### src/rtl/time_of_day.sv
// time_of_day: time-of-day core for the digital clock datapath.
//
// Keeps the time in canonical 24-hour form (h24:m:s), advanced once every
// DIV clock cycles by an internal prescaler while run=1. Set mode zeroes the
// seconds and prescaler and lets inc_hrs / inc_mins adjust hours and minutes.
// The displayed hour and PM flag are derived combinationally from h24, so the
// 12/24-hour display mode can change at any time without touching state.
//
// Parameters:
//   DIV        clk cycles per second (>= 1)
//   RESET_HOUR canonical hour (0-23) loaded on reset
//
// Ports:
//   clk       in   system clock, rising edge
//   rst       in   synchronous active-high reset
//   run       in   1 = timekeeping advances, 0 = prescaler and time frozen
//   set       in   1 = adjust mode (seconds and prescaler held at 0)
//   inc_hrs   in   hour +1 mod 24 per cycle while set=1
//   inc_mins  in   minute +1 mod 60 per cycle while set=1 (no carry)
//   mode24    in   1 = 24-hour display, 0 = 12-hour display
//   hrs       out  display hour: 0-23 (24h) or 1-12 (12h)
//   mins      out  minutes 0-59
//   secs      out  seconds 0-59
//   pm        out  1 when canonical hour >= 12
//   tick      out  one-cycle pulse after every one-second advance
//   rollover  out  one-cycle pulse after the 23:59:59 -> 00:00:00 advance
//
// Optional feature (macro TIME_OF_DAY_ALARM_EN):
//   alarm_wr      in   load alarm register from alarm_h24_in / alarm_m_in
//   alarm_h24_in  in   canonical alarm hour
//   alarm_m_in    in   alarm minute
//   alarm         out  one-cycle pulse, aligned with tick, when an advance
//                      lands on alarm_h24:alarm_m:00

module time_of_day #(
    parameter int DIV        = 50_000_000,
    parameter int RESET_HOUR = 0
) (
    input  logic       clk,
    input  logic       rst,
    input  logic       run,
    input  logic       set,
    input  logic       inc_hrs,
    input  logic       inc_mins,
    input  logic       mode24,
`ifdef TIME_OF_DAY_ALARM_EN
    input  logic       alarm_wr,
    input  logic [4:0] alarm_h24_in,
    input  logic [5:0] alarm_m_in,
    output logic       alarm,
`endif
    output logic [4:0] hrs,
    output logic [5:0] mins,
    output logic [5:0] secs,
    output logic       pm,
    output logic       tick,
    output logic       rollover
);

    // A single-bit prescaler is kept for DIV=1; it then never leaves 0.
    localparam int            PW     = (DIV > 1) ? $clog2(DIV) : 1;
    localparam logic [PW-1:0] P_LAST = PW'(DIV - 1);
    localparam logic [PW-1:0] P_ZERO = PW'(0);
    localparam logic [PW-1:0] P_ONE  = PW'(1);
    localparam logic [4:0]    H_RST  = 5'(RESET_HOUR);

    logic [PW-1:0] p_r, p_s;
    logic [4:0]    h_r, h_s, h_inc_s;
    logic [5:0]    m_r, m_s, m_inc_s;
    logic [5:0]    s_r, s_s, s_inc_s;
    logic          tick_r, tick_s;
    logic          roll_r, roll_s;
    logic          adv_s;
    logic          s_wrap_s, m_wrap_s, h_wrap_s;
    logic [4:0]    hrs_s;

    assign s_wrap_s = (s_r == 6'd59);
    assign m_wrap_s = (m_r == 6'd59);
    assign h_wrap_s = (h_r == 5'd23);
    assign s_inc_s  = s_wrap_s ? 6'd0 : (s_r + 6'd1);
    assign m_inc_s  = m_wrap_s ? 6'd0 : (m_r + 6'd1);
    assign h_inc_s  = h_wrap_s ? 5'd0 : (h_r + 5'd1);

    // Next-state logic: set outranks run; with neither, everything holds.
    always_comb begin
        p_s    = p_r;
        s_s    = s_r;
        m_s    = m_r;
        h_s    = h_r;
        tick_s = 1'b0;
        roll_s = 1'b0;
        adv_s  = 1'b0;
        if (set) begin
            p_s = P_ZERO;
            s_s = 6'd0;
            if (inc_hrs) begin
                h_s = h_inc_s;
            end else begin
                h_s = h_r;
            end
            if (inc_mins) begin
                m_s = m_inc_s;
            end else begin
                m_s = m_r;
            end
        end else if (run) begin
            if (p_r == P_LAST) begin
                p_s    = P_ZERO;
                adv_s  = 1'b1;
                tick_s = 1'b1;
                s_s    = s_inc_s;
                if (s_wrap_s) begin
                    m_s = m_inc_s;
                end else begin
                    m_s = m_r;
                end
                if (s_wrap_s && m_wrap_s) begin
                    h_s = h_inc_s;
                end else begin
                    h_s = h_r;
                end
                roll_s = s_wrap_s && m_wrap_s && h_wrap_s;
            end else begin
                p_s = p_r + P_ONE;
            end
        end else begin
            p_s = p_r;
        end
    end

    // Time, prescaler and pulse registers.
    always_ff @(posedge clk) begin
        if (rst) begin
            p_r    <= P_ZERO;
            s_r    <= 6'd0;
            m_r    <= 6'd0;
            h_r    <= H_RST;
            tick_r <= 1'b0;
            roll_r <= 1'b0;
        end else begin
            p_r    <= p_s;
            s_r    <= s_s;
            m_r    <= m_s;
            h_r    <= h_s;
            tick_r <= tick_s;
            roll_r <= roll_s;
        end
    end

    // Display hour: 12-hour mode maps 0 -> 12 and 13..23 -> 1..11.
    always_comb begin
        hrs_s = h_r;
        if (mode24) begin
            hrs_s = h_r;
        end else if (h_r == 5'd0) begin
            hrs_s = 5'd12;
        end else if (h_r > 5'd12) begin
            hrs_s = h_r - 5'd12;
        end else begin
            hrs_s = h_r;
        end
    end

    assign hrs      = hrs_s;
    assign mins     = m_r;
    assign secs     = s_r;
    assign pm       = (h_r >= 5'd12);
    assign tick     = tick_r;
    assign rollover = roll_r;

`ifdef TIME_OF_DAY_ALARM_EN
    logic [4:0] al_h_r;
    logic [5:0] al_m_r;
    logic       alarm_r;
    logic       al_hit_s;

    // The advance lands on hh:mm:00 only when seconds wrap; compare the
    // post-advance minute and hour against the alarm setting.
    assign al_hit_s = s_wrap_s && (m_inc_s == al_m_r) &&
                      ((m_wrap_s ? h_inc_s : h_r) == al_h_r);

    // Alarm setting register and alarm pulse; adv_s is never set in set mode.
    always_ff @(posedge clk) begin
        if (rst) begin
            al_h_r  <= 5'd0;
            al_m_r  <= 6'd0;
            alarm_r <= 1'b0;
        end else begin
            if (alarm_wr) begin
                al_h_r <= alarm_h24_in;
                al_m_r <= alarm_m_in;
            end else begin
                al_h_r <= al_h_r;
                al_m_r <= al_m_r;
            end
            alarm_r <= adv_s && al_hit_s;
        end
    end

    assign alarm = alarm_r;
`endif

endmodule
### config.mk
export PLATFORM = sky130hd
export DESIGN_NAME = time_of_day
export DESIGN_NICKNAME = d
export VERILOG_FILES = /design/src/rtl/time_of_day.sv
export SDC_FILE = /design/constraint.sdc
export NUM_CORES = 1
export LEC_CHECK = 0
export ABC_AREA = 1
export CORE_MARGIN = 5
export CORE_UTILIZATION = 40
export DETAILED_ROUTE_END_ITERATION = 10
export PLACE_DENSITY_LB_ADDON = 0.12
export SLEW_MARGIN = 20
export SYNTH_ARGS = -nofsm -noshare
export SYNTH_HDL_FRONTEND = slang
export SYNTH_SLANG_ARGS = --single-unit
### constraint.sdc
create_clock -name clk -period 1.9 [get_ports clk]
set_input_delay 0.19 -clock clk [delete_from_list [all_inputs] [get_ports clk]]
set_output_delay 0.19 -clock clk [all_outputs]
set_load 0.02 [all_outputs]
==> results.md <==
- Syn nets: 436
- Wirelength, routed: 6.62 mm
- Setup slack, reg-to-reg: 0.19 ns
- Gr ovfl total: 0
- Hold endpoint: secs[1]$_SDFFE_PP0P_
- Cells after Synth: 421
- Cells on worst reg2reg path: 8
- Worst-path cell chain: inv_1 -> ha_1 -> nand2_1 -> nor2_1 -> nand2_1 -> inv_1 -> nor2_1 -> clkdlybuf4s15_1
- Slew at the pin closest to its max-slew limit: about 0.43 ns
- Hold depth: 2
- Hold Buf Count CTS: 0
- Die area: just under 9000 um2
- Register bit total from synthesis: 45
- Hold Path Class: register to register
- Setup CP Type: register to primary output
- CP peak stage delay: 0.33 ns
- Crit path required time: 1.71 ns
- Final net count: 492
- CTS buffer count: 5
- Setup repair after global routing missed its margin: no
- Synth Area in Compound Gates: 8.47%
- Slowest CP cell: dfxtp_1
- Hold Startpoint: secs[1]$_SDFFE_PP0P_
- CP arrival: 1.59 ns
- Crit end category: primary output
- Fmax: 561 MHz
- CTS tree: yes
- Post-synthesis sequential area ratio: between 30% and 40%
- Detailed Place HPWL: 5.27 mm
- Post-CTS Setup Inserts: 0
- Final setup viols: 0
- Peak supply drop: about 0.00027 V
- Site Rows: 30
- Antenna Cells: 0
- Largest net degree at the start of global routing: 14
- Pre-CTS WS: -0.152 ns
- Max Fanout on Critical Path: 3
- Die Ht: 93.1 um
- Syn Std Cell Area: 2760 um2
- CTS H-tree lvls: 2
- Max cap viols: 0
- Min cycle time layout: 1.78 ns
- Post-synthesis simple-gate area fraction: 44.8%
- Initial core utilization: 40.9%
- Share of post-route cells with drive strength above 1: 15.7%
- Final period util: a little over nine tenths
- Setup TNS: 0 ns
- Most common cell after layout, fill and taps aside: nand2_1
- Root buffer cell: clkbuf_8
- # DRC: 0
- Fillers: roughly 700
- Crit Reg-Reg Startpoint: mins[0]$_SDFFE_PP0P_
- CTS clk-pin slew, worst paths: 0.08 ns
- Commonest cells after routing, fill and taps aside: nand2_1 (100), nor2_1 (73), inv_1 (47), dfxtp_1 (43), nand3_1 (34)
- Main combinational cell family by area after synthesis: simple AND/OR/NAND/NOR gates
- Die width: 93.1 um
- Status: finished, final reports clean
- Via density: 5.00
- Static leakage: ~1.3 nW
- Mux cell area share after synthesis: 0%
- Final Wtd Congestion: 0.852
- Synth cell types: 36
- Iteration-0 DRC count of the detailed router: about 110
- Worst Setup Start Kind: register
- RR Endpoint: h_r[0]$_SDFFE_PP0P_
- IO Count: 27
- PwrDens: 554 nW/um2
- Number of I/O port buffers: 26
- Vias in the first global route: 2602
- Syn. warnings: 0
- Clock tree buffer depth: 2
- Slack of the critical path: 0.116 ns
- Adder-cell share of the synthesized area: 3.62%
- Post-route ant nets: 0
- DRT Pass-1 Iters: 4
- Vias: approximately 2.8k
- Final Slew Violations: 0
- GR Util All Layers: 16.1%
- Clk_lat worst skew: 0.30 ns
- Synth Area in XOR/XNOR: 2.22%
- Antenna violations before repair: 0
- First-pass GRT wire length: 11.5 mm
- Clock sink total: 45
- Mean Syn Cell Area: 6.57 um2
- Layout Cells excl Fill: 558
- Drt wl/cell: between 10 and 15 um
- Area growth from synthesis to layout: 23.0%
- Endpoints failing hold: 0
- Post-Route Skew: 0.00440 ns
- Core Region: 6760 um2
- Relative slew slack: 71.2%
- Post-Place Cells: 550
-- worst max-delay path, delay by kind of cell, from the launching register on --
family | cells | cell delay (ns)
adder cells (fa/ha/maj) | 1 | 0.22
buffers and inverters | 3 | 0.44
flip-flops | 1 | 0.33
AND/OR/NAND/NOR | 4 | 0.30
-- registers in the layout (all words and copies together) (netlist names) --
signal    flops
h_r           5
mins          6
p_r          26
rollover      1
secs          6
tick          1
-- layout make-up --
cell class                 instances  area [um2]  share of cell area (%)
clock buffer                       7        96.3                    2.84
clock inverter                     1        5.00                   0.147
inverter                          53         200                    5.89
multi-input combinational        320        1640                    48.3
sequential                        45         903                    26.6
tap                               80         100                    2.95
timing repair buffer              52         450                    13.3
-- timing repair --
| item | 4_1_cts | 5_1_grt |
|---|---|---|
| endpoints found under the setup margin | 5 | 6 |
| gates resized for setup | 12 | 9 |
| hold endpoints to repair | 0 | 0 |
-- per-stage QoR --
stage	hold slack, ns	total power [mW]	area (um2)	utilization, %
after CTS	0.504	1.91	3410	50.4
after detailed placement	0.491	1.25	3300	48.9
after global placement	0.484	1.25	3300	48.9
after global routing	0.537	1.97	3400	50.3
final	0.502	1.88	3400	50.3
after floorplan	0.259	1.13	2760	-
-- cell usage after synthesis --
cell type	n	area, um2
xor2_1	4	35.0
nand3_1	34	170
inv_1	47	176
nand3b_1	3	22.5
nor3b_1	1	7.51
or2_2	5	31.3
o21ai_0	8	40.0
nand3_4	3	52.6
xnor2_1	3	26.3
nor3_1	12	60.1
o211ai_1	1	7.51
o21ai_1	2	10.0
nand3_2	1	10.0
nor2_1	74	278
o31ai_1	2	15.0
nand2_4	1	11.3
clkinv_2	1	5.00
nor3_2	2	20.0
a21o_1	1	7.51
a21oi_1	21	105
nor2_4	6	67.6
nand2_1	100	375
dfxtp_1	45	901
ha_1	8	100
clkinv_1	2	7.51
nand2_2	8	50.1
o22ai_1	3	18.8
nor4_1	1	6.26
buf_6	2	22.5
nor2_2	3	18.8
nand4_1	9	56.3
inv_2	3	11.3
o21bai_1	1	7.51
buf_4	1	7.51
a21boi_0	1	7.51
a21boi_1	2	15.0
-- power breakdown --
group,internal (mW),switching (mW)
combinational,0.114,0.134
sequential,0.959,0.0140
clock,0.329,0.331
total,1.40,0.479
-- cell families after synthesis --
family	count (synthesis)
AND/OR/NAND/NOR	263
buffers and inverters	56
flip-flops	45
AO/OA/AOI/OAI	42
adder cells (fa/ha/maj)	8
XOR/XNOR	7
-- routing by layer --
layer / GRT usage, % / wire length [um]
met5: 0 / 0
met4: 5.37 / 78
met3: 2.82 / 219
met2: 26.3 / 2990
met1: 21.5 / 3340
-- worst max path at each step --
stage | start | end | slack [ns] | cells after the start
after floorplan | secs[0]$_SDFFE_PP0P_ | h_r[3]$_SDFFE_PP0P_ | 0.22 | 9
after global placement | mode24 | hrs[3] | -0.14 | 6
after detailed placement | mode24 | hrs[3] | -0.15 | 6
after CTS | h_r[0]$_SDFFE_PP0P_ | hrs[3] | 0.003 | 8
after global routing | h_r[2]$_SDFFE_PP0P_ | hrs[1] | 0.006 | 8
final | h_r[0]$_SDFFE_PP0P_ | hrs[1] | 0.12 | 8
(Power assumes the default switching activity.)
